<file path="src/rtl/seq_link_pkg.sv">
// Shared constants for the 7-bit serial sequence link (serializer and detector sides).
// Latency: n/a (constants only).
// Backpressure: n/a.
// Contents: frame width, bit-index width, FSM state encodings.
package seq_link_pkg;

   localparam int WORD_W = 7;   // bits per frame
   localparam int IDX_W  = 3;   // width of the bit index carried next to the serial bit

   localparam logic [1:0] IDLE  = 2'd0;
   localparam logic [1:0] SHIFT = 2'd1;
   localparam logic [1:0] GAP   = 2'd2;

endpackage

</file>
<file path="src/rtl/seq_hold_buf.sv">
// One-entry holding buffer with a valid/ready write side and an explicit pop.
// Latency: a word written at edge E is visible on out_data/full from cycle E+1.
// Backpressure: in_ready drops while the entry is full or reset is high; never overwrites.
// Ports: clk, reset (sync, active-high); in_data/in_valid/in_ready write side;
//        out_data/full read side; pop frees the entry at the next edge.
module seq_hold_buf #(
   parameter int W = 7
) (
   input  logic         clk,
   input  logic         reset,
   input  logic [W-1:0] in_data,
   input  logic         in_valid,
   output logic         in_ready,
   output logic [W-1:0] out_data,
   output logic         full,
   input  logic         pop
);

   assign in_ready = !reset && !full;

   // A write can only happen while empty, so write and pop never collide.
   always_ff @(posedge clk) begin
      if (reset) begin
         full     <= 1'b0;
         out_data <= '0;
      end else if (in_valid && in_ready) begin
         full     <= 1'b1;
         out_data <= in_data;
      end else if (pop) begin
         full     <= 1'b0;
      end
   end

endmodule

</file>
<file path="src/rtl/seq_serializer.sv">
// Transmit end of the serial sequence link: parallel words in, MSB-first bit stream out.
// Latency: word accepted at edge E puts its MSB on bit_out in cycle E+1; frames run back to back.
// Backpressure: one word may wait in the holding buffer; in_ready drops while it is full or in reset.
// Ports: clk, reset (sync, active-high); in_data/in_valid/in_ready word input;
//        bit_out/bit_valid/bit_idx serial stream; frame_start/frame_end markers;
//        busy (frame, gap or held word pending); frames_sent completed-frame counter.
module seq_serializer
   import seq_link_pkg::*;
#(
   parameter int WORD_W     = seq_link_pkg::WORD_W,
   parameter int GAP_CYCLES = 0,
   parameter int CNT_W      = 8
) (
   input  logic              clk,
   input  logic              reset,
   input  logic [WORD_W-1:0] in_data,
   input  logic              in_valid,
   output logic              in_ready,
   output logic              bit_out,
   output logic              bit_valid,
   output logic [IDX_W-1:0]  bit_idx,
   output logic              frame_start,
   output logic              frame_end,
   output logic              busy,
   output logic [CNT_W-1:0]  frames_sent
);

   localparam int GW = (GAP_CYCLES > 1) ? $clog2(GAP_CYCLES) : 1;
   localparam logic [IDX_W-1:0] IDX_TOP = IDX_W'(WORD_W - 1);

   logic [1:0]        state;
   logic [WORD_W-1:0] shreg;
   logic [WORD_W-1:0] hold_data;
   logic [IDX_W-1:0]  idx;
   logic [GW-1:0]     gap_cnt;
   logic              hold_full;
   logic              accept;
   logic              slot_end;
   logic              direct;
   logic              pop;

   // slot_end marks the edge where the next frame may begin: the last bit of a
   // frame when frames are contiguous, or the last gap cycle otherwise.
   assign slot_end = ((state == SHIFT) && (idx == '0) && (GAP_CYCLES == 0)) ||
                     ((state == GAP) && (gap_cnt == '0));
   // Words arriving when the shifter is free bypass the holding buffer.
   assign direct   = (state == IDLE) || slot_end;
   assign accept   = in_valid && in_ready;
   assign pop      = slot_end && hold_full;

   seq_hold_buf #(.W(WORD_W)) u_hold (
      .clk      (clk),
      .reset    (reset),
      .in_data  (in_data),
      .in_valid (in_valid && !direct),
      .in_ready (in_ready),
      .out_data (hold_data),
      .full     (hold_full),
      .pop      (pop)
   );

   always_ff @(posedge clk) begin
      if (reset) begin
         state       <= IDLE;
         shreg       <= '0;
         idx         <= IDX_TOP;
         gap_cnt     <= '0;
         frames_sent <= '0;
      end else begin
         case (state)
            IDLE: begin
               if (accept) begin
                  shreg <= in_data;
                  idx   <= IDX_TOP;
                  state <= SHIFT;
               end
            end
            SHIFT: begin
               shreg <= shreg << 1;
               idx   <= idx - 1'b1;
               if (idx == '0) begin
                  frames_sent <= frames_sent + CNT_W'(1);
                  if (GAP_CYCLES > 0) begin
                     state   <= GAP;
                     gap_cnt <= GW'(GAP_CYCLES - 1);
                     idx     <= IDX_TOP;
                  end
               end
            end
            GAP: begin
               if (gap_cnt != '0)
                  gap_cnt <= gap_cnt - 1'b1;
            end
            default: state <= IDLE;
         endcase

         // Start of the next frame; overrides the per-state updates above.
         // The held word is older than anything on in_data, so it goes first.
         if (slot_end) begin
            idx <= IDX_TOP;
            if (hold_full) begin
               shreg <= hold_data;
               state <= SHIFT;
            end else if (accept) begin
               shreg <= in_data;
               state <= SHIFT;
            end else begin
               state <= IDLE;
            end
         end
      end
   end

   assign bit_valid   = (state == SHIFT);
   assign bit_out     = bit_valid && shreg[WORD_W-1];
   assign bit_idx     = idx;
   assign frame_start = bit_valid && (idx == IDX_TOP);
   assign frame_end   = bit_valid && (idx == '0);
   assign busy        = (state != IDLE) || hold_full;

endmodule

</file>
<file path="config.mk">
export PLATFORM = sky130hd
export DESIGN_NAME = seq_serializer
export DESIGN_NICKNAME = d
export VERILOG_FILES = /design/src/rtl/seq_link_pkg.sv /design/src/rtl/seq_hold_buf.sv /design/src/rtl/seq_serializer.sv
export SDC_FILE = /design/constraint.sdc
export NUM_CORES = 1
export LEC_CHECK = 0
export BUFFER_PORTS_ARGS = -buffer_cell sky130_fd_sc_hd__buf_4
export CORE_MARGIN = 4
export CORE_UTILIZATION = 58
export CTS_CLUSTER_SIZE = 30
export DETAILED_ROUTE_END_ITERATION = 12
export GPL_ROUTABILITY_DRIVEN = 0
export GPL_TIMING_DRIVEN = 0
export MAX_ROUTING_LAYER = met4
export PLACE_DENSITY_LB_ADDON = 0.2
export SETUP_SLACK_MARGIN = 0.02
export SLEW_MARGIN = 20
export SYNTH_ARGS = -nofsm -noshare
export SYNTH_HDL_FRONTEND = slang
export SYNTH_SLANG_ARGS = --single-unit
</file>
<file path="constraint.sdc">
create_clock -name clk -period 2.75 [get_ports clk]
set_clock_uncertainty 0.2 [all_clocks]
set_input_delay 0.55 -clock clk [delete_from_list [all_inputs] [get_ports clk]]
set_output_delay 0.55 -clock clk [all_outputs]
set_load 0.02 [all_outputs]
</file>
==> results of run 1 <==
==> routing by layer <==
layer | up-vias | routed length, µm | GRT usage (%)
met2 | 51 | 1572 | 35.00
met1 | 622 | 1512 | 28.16
met3 | 7 | 200 | 2.715
li1 | 655 | - | -
met4 | 0 | 34 | 5.298
met5 | - | 0 | -
==> synth_stat cells, types with 2 or more instances <==
library cell  count  area share [%]
nand4_1           3             1.3
ha_1              4             3.5
nand2b_1          3             1.3
or3_1             2            0.88
a21o_1            5             2.6
nor3_1           13             4.6
xnor2_1           3             1.9
a31oi_1           3             1.3
nand3b_1          4             2.1
xor2_1            3             1.9
buf_2             6             2.1
dfxtp_1          27              38
and3_1            2            0.88
o21ai_0          11             3.9
mux2i_1           9             6.3
nand3_1           4             1.4
or2_2             3             1.3
a2111oi_1         4             2.8
inv_1             6             1.6
clkbuf_1          6             1.6
nor2_1           15             4.0
nand2_1          15             4.0
a21oi_1           6             2.1
==> stage by stage <==
stage | cell area [µm²] | hold WS, ns | utilization (%) | total power, W
after floorplan | 1419 | 0.2568 | - | 0.0005314
after global placement | 1649 | 0.2720 | 72.46 | 0.0005790
after detailed placement | 1649 | 0.2850 | 72.46 | 0.0005851
after CTS | 1679 | 0.2700 | 73.78 | 0.0007569
after global routing | 1679 | 0.2713 | 73.78 | 0.0007922
final | 1679 | 0.2675 | 73.78 | 0.0007579
==> cells by family after synthesis <==
group	Yosys count
mux	9
compound gates	34
xor+xnor	6
fa+ha+maj	4
simple gates	72
flops	27
buf+inv	19
==> cell type report <==
| type | instances | area share, % |
|---|---|---|
| clock buffer | 3 | 1.341 |
| clock inverter | 1 | 0.4471 |
| sequential | 27 | 32.19 |
| buffer | 12 | 3.130 |
| tap | 28 | 2.086 |
| inverter | 7 | 1.565 |
| multi-input combinational | 125 | 47.62 |
| timing repair buffer | 26 | 11.62 |
==> registers in the layout, indices dropped and copies added (netlist names) <==
register and flops:
frames_sent 8, shreg 7, u_hold.out_data 7, bit_idx 3, state 1, u_hold.full 1
==> worst max-delay path, cell delays in order (launching register included) <==
cell and delay, ns:
dfxtp_1 0.42, inv_1 0.08, ha_1 0.23, nand3b_2 0.23
clkinv_1 0.28, buf_4 0.24
==> power by group <==
part	switching (W)	leakage, nW	internal, W	total, W
Sequential	0.0000150	0.220	0.000410	0.000425
Clock	0.000124	0.0139	0.0000557	0.000180
Combinational	0.0000855	0.524	0.0000676	0.000153
Total	0.000225	0.758	0.000533	0.000758
==> worst max path at each step <==
stage	endpoint
2_1_floorplan	in_ready
3_3_place_gp	in_ready
3_5_place_dp	in_ready
4_1_cts	frame_end
5_1_grt	frame_end
6_report	frame_end
==> reports/results.txt, run 1 <==
Final min period: 2.563 ns
Initial DRC Count: 63
Layout area overhead: 18.34%
Ys async rst share: 0%
Post-Synth Adder-Cell Area: 3.527%
Core area: 0.002276 mm²
PostCTS Resize Cnt: 0
Worst Hold End: u_hold.out_data[1]
Area of the mapped netlist: 0.001419 mm²
CTS HTree Levels: 1
Vias per cell: 5.830
Net count after synthesis: 185
Final hold violation count: 0
Initial antenna violation count: 0
Simple-gate portion of the synthesized area: 27.16%
#FFs+latches synth: 27
Outcome: finished clean
WL per Instance: 14.49 µm
CTS tree: done
Root buffer cell: clkbuf_4
Die ar.: 0.003302 mm²
Reg2reg end: frames_sent[6]
Instance count of the mapped netlist: 171
Synth warn: 0
Synth Area in Compound Gates: 15.61%
Die height: 57.46 µm
Initial Util: 62.34%
Multi-input gate area: 799.5 µm²
Type of origin of the critical path: flop
Worst Setup End Kind: output pin
Detail Route Antenna Nets: 0
Crit path max fanout: 10
Pwr dens: 451.4 mW/mm²
Max-cap violations: 0
Setup Total Neg Slack: 0 ns
Mux share of post-synthesis cell area: 6.349%
HP Class: in -> reg
EDFF count, synth: 0
Dominant synthesized flop cell: dfxtp_1
First-pass GRT wire length: 5.589 mm
Reg-to-reg slack, setup: 0.80 ns
Vias: 1,335
Vias in the first global route: 1,246
Worst-Skew Late Latency: 0.33 ns
Cell count of the worst reg-to-reg path: 7
Avg Inst Size Synth: 8.297 µm²
RSZ-0062 raised after global routing: false
Final Max Tran Viols: 0
Main combinational cell family by area after synthesis: simple AND/OR/NAND/NOR gates
Most common cell after layout, fill and taps aside: dfxtp_1
Clk buf depth: 2
Ports: 27
Register area: 540.5 µm²
Hold path start: in_data[1]
Pleak: 0.7579 nW
Arr. time, crit path: 1.81 ns
Gr usage total: 21.51%
Fillers: 164
Clock slew at reported path FFs: 0.16 ns
Type of the worst setup path: reg -> out
Chip width: 57.46 µm
Largest net degree at the start of global routing: 17
Post-CTS Repair Setup Buffers: 0
Final wirelength: 3.319 mm
Layout Cells excl Fill: 229
Slew @ Worst Pin: 0.4984 ns
Placed Cells: 225
Final-stage net count: 216
CTS Sinks: 27
Crit share post-route: 93.18%
CP startpoint: bit_idx[1]
FMAX: 390.2 MHz
Seq/Total Area, Yosys: 38.10%
Clock buffer count from CTS: 3
# rows: 17
ANT cells: 0
WHS Path Cells: 3
IO buf count: 26
# setup viols final: 0
RR Startpoint: bit_idx[1]
CP required: 2.00 ns
Total grt overflow: 0
Synth cell types: 37
Hold_buf cts: 0
Peak VDD IR: 0.0003912 V
DP Worst Slack: 0.3317 ns
Final setup margin: 0.1874 ns
Pre-Repair DR Iteration Count: 4
Share of cells above drive strength 1: 20.90%
XOR/XNOR share of the synthesized area: 3.704%
Commonest non-fill, non-tap cells in the layout: dfxtp_1, buf_4, nor2_1, nand2_1, nor3_1
DP HPWL: 2.444 mm
DRC viols: 0
Rel. slew slack: 66.77%
(Power assumes the default switching activity.)
==> run 2, diff against run 1 <==
--- a/config.mk
+++ b/config.mk
@@ -7,7 +7,7 @@
 export LEC_CHECK = 0
 export BUFFER_PORTS_ARGS = -buffer_cell sky130_fd_sc_hd__buf_4
 export CORE_MARGIN = 4
-export CORE_UTILIZATION = 58
+export CORE_UTILIZATION = 54
 export CTS_CLUSTER_SIZE = 30
 export DETAILED_ROUTE_END_ITERATION = 12
 export GPL_ROUTABILITY_DRIVEN = 0
==> constraint.sdc (replaced) <==
create_clock -name clk -period 2.4 [get_ports clk]
set_clock_uncertainty 0.2 [all_clocks]
set_input_delay 0.48 -clock clk [delete_from_list [all_inputs] [get_ports clk]]
set_output_delay 0.48 -clock clk [all_outputs]
set_load 0.02 [all_outputs]
==> reports/results.txt, run 2 (synthesized netlist as in run 1, its figures left out) <==
Pwr dens: 510.8 mW/mm² (+13%)
Cell count of the worst reg-to-reg path: 7 (unchanged)
Setup Total Neg Slack: 0 ns (unchanged)
CTS Sinks: 27 (unchanged)
Reg-to-reg slack, setup: 0.44 ns (-0.36 ns)
CP required: 1.72 ns (-0.28 ns)
Die height: 59.26 µm (+3.1%)
Worst Hold End: u_hold.out_data[0]
Layout area overhead: 18.96%
Type of origin of the critical path: flop
Chip width: 59.26 µm (+3.1%)
Total grt overflow: 0 (unchanged)
Detail Route Antenna Nets: 0 (unchanged)
Post-CTS Repair Setup Buffers: 0 (unchanged)
Sw power: 0.0002522 W (+12%)
WL per Instance: 14.34 µm (-1.0%)
Vias: 1,325 (-0.75%)
Clock power share: 23.2% (-0.6 points)
Crit path max fanout: 10 (unchanged)
Vias in the first global route: 1,256 (+0.80%)
Final-stage net count: 215 (-0.46%)
Comb pwr share: 20.3% (about the same)
First-pass GRT wire length: 5.582 mm (-0.13%)
Max reg flops: 8 (unchanged)
Arr. time, crit path: 1.58 ns (-0.23 ns)
Pre-Repair DR Iteration Count: 4 (unchanged)
FMAX: 441.7 MHz
Clk buf depth: 2 (unchanged)
Commonest non-fill, non-tap cells in the layout: dfxtp_1, buf_4, nor2_1, nand2_1, nor3_1
Initial antenna violation count: 0 (unchanged)
Root buffer cell: clkbuf_4
Largest regs: frames_sent (8), shreg (7), u_hold.out_data (7)
HP Class: in -> reg
Internal Pwr Total: 0.0006099 W (+14%)
Reg2reg end: shreg[1]
# rows: 18 (+1)
Final hold violation count: 0 (unchanged)
Clock buffer count from CTS: 3 (unchanged)
Vias per cell: 5.761 (-1.2%)
Pleak: 0.7787 nW (+2.8%)
Final Max Tran Viols: 0 (unchanged)
Gr usage total: 20.92% (-0.59 points)
Rel. slew slack: 68.03% (+1.3 points)
Largest Register: frames_sent
Outcome: finished clean
DP HPWL: 2.377 mm (-2.7%)
Ports: 27 (unchanged)
Slew @ Worst Pin: 0.4791 ns (-0.01934 ns)
RR Startpoint: bit_idx[1]
IO buf count: 26 (unchanged)
Crit share post-route: 94.34%
Worst-Skew Late Latency: 0.33 ns (about the same)
Initial DRC Count: 87 (+38%)
ANT cells: 0 (unchanged)
Peak VDD IR: 0.0004606 V (+18%)
Hold_ws: 0.2001 ns (-0.06738 ns)
Tot Pwr: 0.0008621 W (+14%)
Worst Setup End Kind: output pin
CTS tree: done
CTS HTree Levels: 1 (unchanged)
Clock slew at reported path FFs: 0.15 ns (about the same)
DRC viols: 0 (unchanged)
Die ar.: 0.003512 mm² (+6.4%)
Sequential power share: 56.5% (+0.5 points)
Final min period: 2.264 ns
Hold_buf cts: 0 (unchanged)
Initial Util: 56.76% (-5.6 points)
RSZ-0062 raised after global routing: false
WHS Path Cells: 3 (unchanged)
Final wirelength: 3.299 mm (-0.60%)
Share of cells above drive strength 1: 22.50% (+1.6 points)
# setup viols final: 0 (unchanged)
Max-cap violations: 0 (unchanged)
Type of the worst setup path: reg -> out
Hold path start: in_data[0]
Core area: 0.002500 mm² (+9.8%)
Largest net degree at the start of global routing: 16 (-1)
Switching Share: 29.26% (-0.41 points)
## run 2: cell count changes in the layout (fill, tap and decap cells not counted)
cell,delta
clkbuf_1,-2
clkinv_2,+2
clkbuf_2,+1
clkinv_1,-1
clkinvlp_4,-1
dfxtp_1,-1
dfxtp_2,+1
nand3b_2,-1
nand3b_4,+1
## run 2: critical path, cell delays in order (launching register included)
cell and delay (ns):
dfxtp_1 0.42, inv_1 0.09, ha_1 0.25, nand3b_4 0.17
clkinv_2 0.14, buf_4 0.18
## run 2: power by group through the flow
stage	Sequential, W	Combinational, W	Clock (W)
2_1_floorplan	0.000498	0.000111	0
3_3_place_gp	0.000495	0.000170	0
3_5_place_dp	0.000496	0.000174	0
4_1_cts	0.000487	0.000174	0.000210
5_1_grt	0.000491	0.000191	0.000228
6_report	0.000487	0.000175	0.000200
## run 2: timing repair
action,4_1_cts,5_1_grt
pin swaps,0,0
resized for setup,1,4
endpoints found under the setup margin,1,3
## run 2: cell type report
cell class	instances	area (µm²)
fillers	210	812.0
well taps	30	37.54
multi-input cells	125	808.3
plain buffers	11	50.05
clock buffers	3	22.52
inverters	7	27.53
flip-flops and latches	27	541.8
repair buffers	26	195.2
clock inverters	1	5.005
## run 2: layer usage
layer,share of wire [%],routed length [µm],GRT usage (%),vias to the layer above
met4,0.88,29,6.796,0
met5,0,0,-,-
met2,46,1533,33.54,48
met3,5.5,182,2.614,6
li1,-,-,-,659
met1,47,1554,27.18,612
## run 2: through the flow
| step | utilization, % | area (µm²) | worst slack [ns] | cells |
|---|---|---|---|---|
| global placement | 66.07 | 1652 | 0.05389 | 227 |
| CTS | 67.22 | 1680 | 0.03102 | 231 |
| floorplan | - | 1419 | 0.4581 | 171 |
| detailed placement | 66.07 | 1652 | 0.08492 | 227 |
| global route | 67.52 | 1688 | 0.04347 | 230 |
| finish | 67.52 | 1688 | 0.1359 | 230 |
## run 2: worst max-delay path by stage
stage,from,end,slack (ns),cells past startpoint
final,bit_idx[1],frame_end,0.14,5
after CTS,bit_idx[1],frame_end,0.03,5
after detailed placement,reset,in_ready,0.08,5
after global placement,reset,in_ready,0.05,5
after floorplan,bit_idx[0],frames_sent[6],0.46,7
after global routing,bit_idx[1],frame_end,0.04,5
==> run 3, diff against run 2 <==
==> constraint.sdc (replaced) <==
create_clock -name clk -period 2.56 [get_ports clk]
set_clock_uncertainty 0.2 [all_clocks]
set_input_delay 0.512 -clock clk [delete_from_list [all_inputs] [get_ports clk]]
set_output_delay 0.512 -clock clk [all_outputs]
set_load 0.02 [all_outputs]
==> reports/results.txt, run 3 (synthesized netlist as in run 1, its figures left out) <==
Gr usage total: 20.92% (unchanged)
Vias: 1,340 (+1.1%)
CTS tree: done
Final-stage net count: 216 (+0.47%)
Final Max Tran Viols: 0 (unchanged)
CTS HTree Levels: 1 (unchanged)
Clock buffer count from CTS: 3 (unchanged)
Pleak: 0.7697 nW (-1.2%)
CP required: 1.85 ns (+0.13 ns)
IO buf count: 26 (unchanged)
Pre-Repair DR Iteration Count: 4 (unchanged)
Worst path slowest cell: dfxtp_1
Cell family with most CP delay: buffers and inverters
Placed Cells: 227 (unchanged)
ANT cells: 0 (unchanged)
WP buf/inv: 3 (unchanged)
Rel. slew slack: 67.04% (-0.99 points)
# setup viols final: 0 (unchanged)
Peak VDD IR: 0.0004323 V (-6.2%)
Worst Setup End Kind: output pin
Worst path max stage delay: 0.43 ns (about the same)
Layout area overhead: 19.22%
Post-CTS Repair Setup Buffers: 0 (unchanged)
Register area: 540.5 µm² (-0.23%)
WL per Instance: 14.55 µm (+1.5%)
Final hold violation count: 0 (unchanged)
Vias in the first global route: 1,256 (unchanged)
Type of the worst setup path: reg -> out
Clock slew at reported path FFs: 0.14 ns (about the same)
Setup Total Neg Slack: 0 ns (unchanged)
Crit path cell chain: buf_2 -> clkbuf_1 -> or2_2 -> buf_4
Share of cells above drive strength 1: 21.39% (-1.1 points)
Max reg flops: 8 (unchanged)
First-pass GRT wire length: 5.582 mm (unchanged)
Vias per cell: 5.801 (+0.69%)
Fillers: 210 (unchanged)
Initial DRC Count: 108 (+24%)
Hold_buf cts: 0 (unchanged)
Core area: 0.002500 mm² (unchanged)
Largest net degree at the start of global routing: 16 (unchanged)
Worst-Skew Late Latency: 0.33 ns (about the same)
Largest Register: frames_sent
Chip width: 59.26 µm (unchanged)
DRC viols: 0 (unchanged)
DP HPWL: 2.377 mm (unchanged)
# rows: 18 (unchanged)
Largest regs: frames_sent (8), shreg (7), u_hold.out_data (7)
Most common cell after layout, fill and taps aside: dfxtp_1
Initial antenna violation count: 0 (unchanged)
HP Class: in -> reg
Outcome: finished clean
Die ar.: 0.003512 mm² (unchanged)
RSZ-0062 raised after global routing: false
Crit path max fanout: 10 (unchanged)
Final wirelength: 3.362 mm (+1.9%)
Slew @ Worst Pin: 0.4944 ns (+0.01532 ns)
Ports: 27 (unchanged)
Final min period: 2.422 ns
Type of origin of the critical path: flop
Multi-input gate area: 808.3 µm² (unchanged)
Max-cap violations: 0 (unchanged)
Die height: 59.26 µm (unchanged)
Total grt overflow: 0 (unchanged)
Commonest non-fill, non-tap cells in the layout: dfxtp_1, buf_4, nor2_1, nand2_1, nor3_1
Initial Util: 56.76% (unchanged)
CTS Sinks: 27 (unchanged)
Layout Cells excl Fill: 231 (+0.43%)
Root buffer cell: clkbuf_4
Clk buf depth: 2 (unchanged)
Detail Route Antenna Nets: 0 (unchanged)
FMAX: 412.9 MHz
Pwr dens: 478.6 mW/mm² (-6.3%)
Crit share post-route: 94.61%
Arr. time, crit path: 1.71 ns (+0.13 ns)
-- run 3: cell count changes in the layout (fill, tap and decap cells not counted) --
cell / delta
clkbuf_1: +2
clkbuf_2: -1
clkinv_2: -1
clkinvlp_4: +1
dfxtp_1: +1
dfxtp_2: -1
-- run 3: cell type report --
class	instances	area share [%]
Multi-Input combinational cell	125	47.78
Clock inverter	1	0.2959
Tap cell	30	2.219
Clock buffer	3	1.331
Timing Repair Buffer	26	11.54
Buffer	12	3.107
Inverter	7	1.775
Sequential cell	27	31.95
-- run 3: routing by layer --
| metal | vias up | routed length, µm | GRT usage (%) |
|---|---|---|---|
| met3 | 6 | 232 | 2.614 |
| met4 | 0 | 35 | 6.796 |
| met2 | 56 | 1534 | 33.54 |
| met1 | 616 | 1560 | 27.18 |
| met5 | - | 0 | - |
| li1 | 662 | - | - |
-- run 3: repair_timing --
item                                   in CTS  in global routing
setup endpoints to repair                   0                  1
resized for setup                           0                  2
endpoints found under the hold margin       0                  0
-- run 3: path summary, 6_finish.rpt --
kind | startpoint | end | slack [ns] | cells past startpoint
max | u_hold.full | busy | 0.14 | 4
min | in_data[0] | u_hold.out_data[0] | 0.23 | 3
max reg2reg | bit_idx[1] | shreg[1] | 0.58 | 7
min reg2reg | u_hold.out_data[3] | u_hold.out_data[3] | 0.31 | 2
-- run 3: power by group --
part / switching, W / total, W / internal (W)
clock network: 0.000129 / 0.000187 / 0.0000586
logic: 0.0000928 / 0.000166 / 0.0000729
registers: 0.0000165 / 0.000457 / 0.000440
-- run 3: tightest hold or removal path: cells and delay by family --
family / cells / cell delay [ns]
multiplexers: 1 / 0.05
buffers and inverters: 1 / 0.09
AND/OR/NAND/NOR: 1 / 0.07
-- run 3: metrics by stage --
stage	instance area (µm²)	hold WS [ns]	power (W)	utilization [%]	worst slack (ns)
final	1692	0.2338	0.0008095	67.67	0.1379
after global routing	1692	0.2231	0.0008532	67.67	0.05157
after CTS	1679	0.2168	0.0008168	67.17	0.04461
after detailed placement	1652	0.2846	0.0006282	66.07	0.1809
after global placement	1652	0.2722	0.0006230	66.07	0.1499
after floorplan	1419	0.2568	0.0005709	-	0.6181
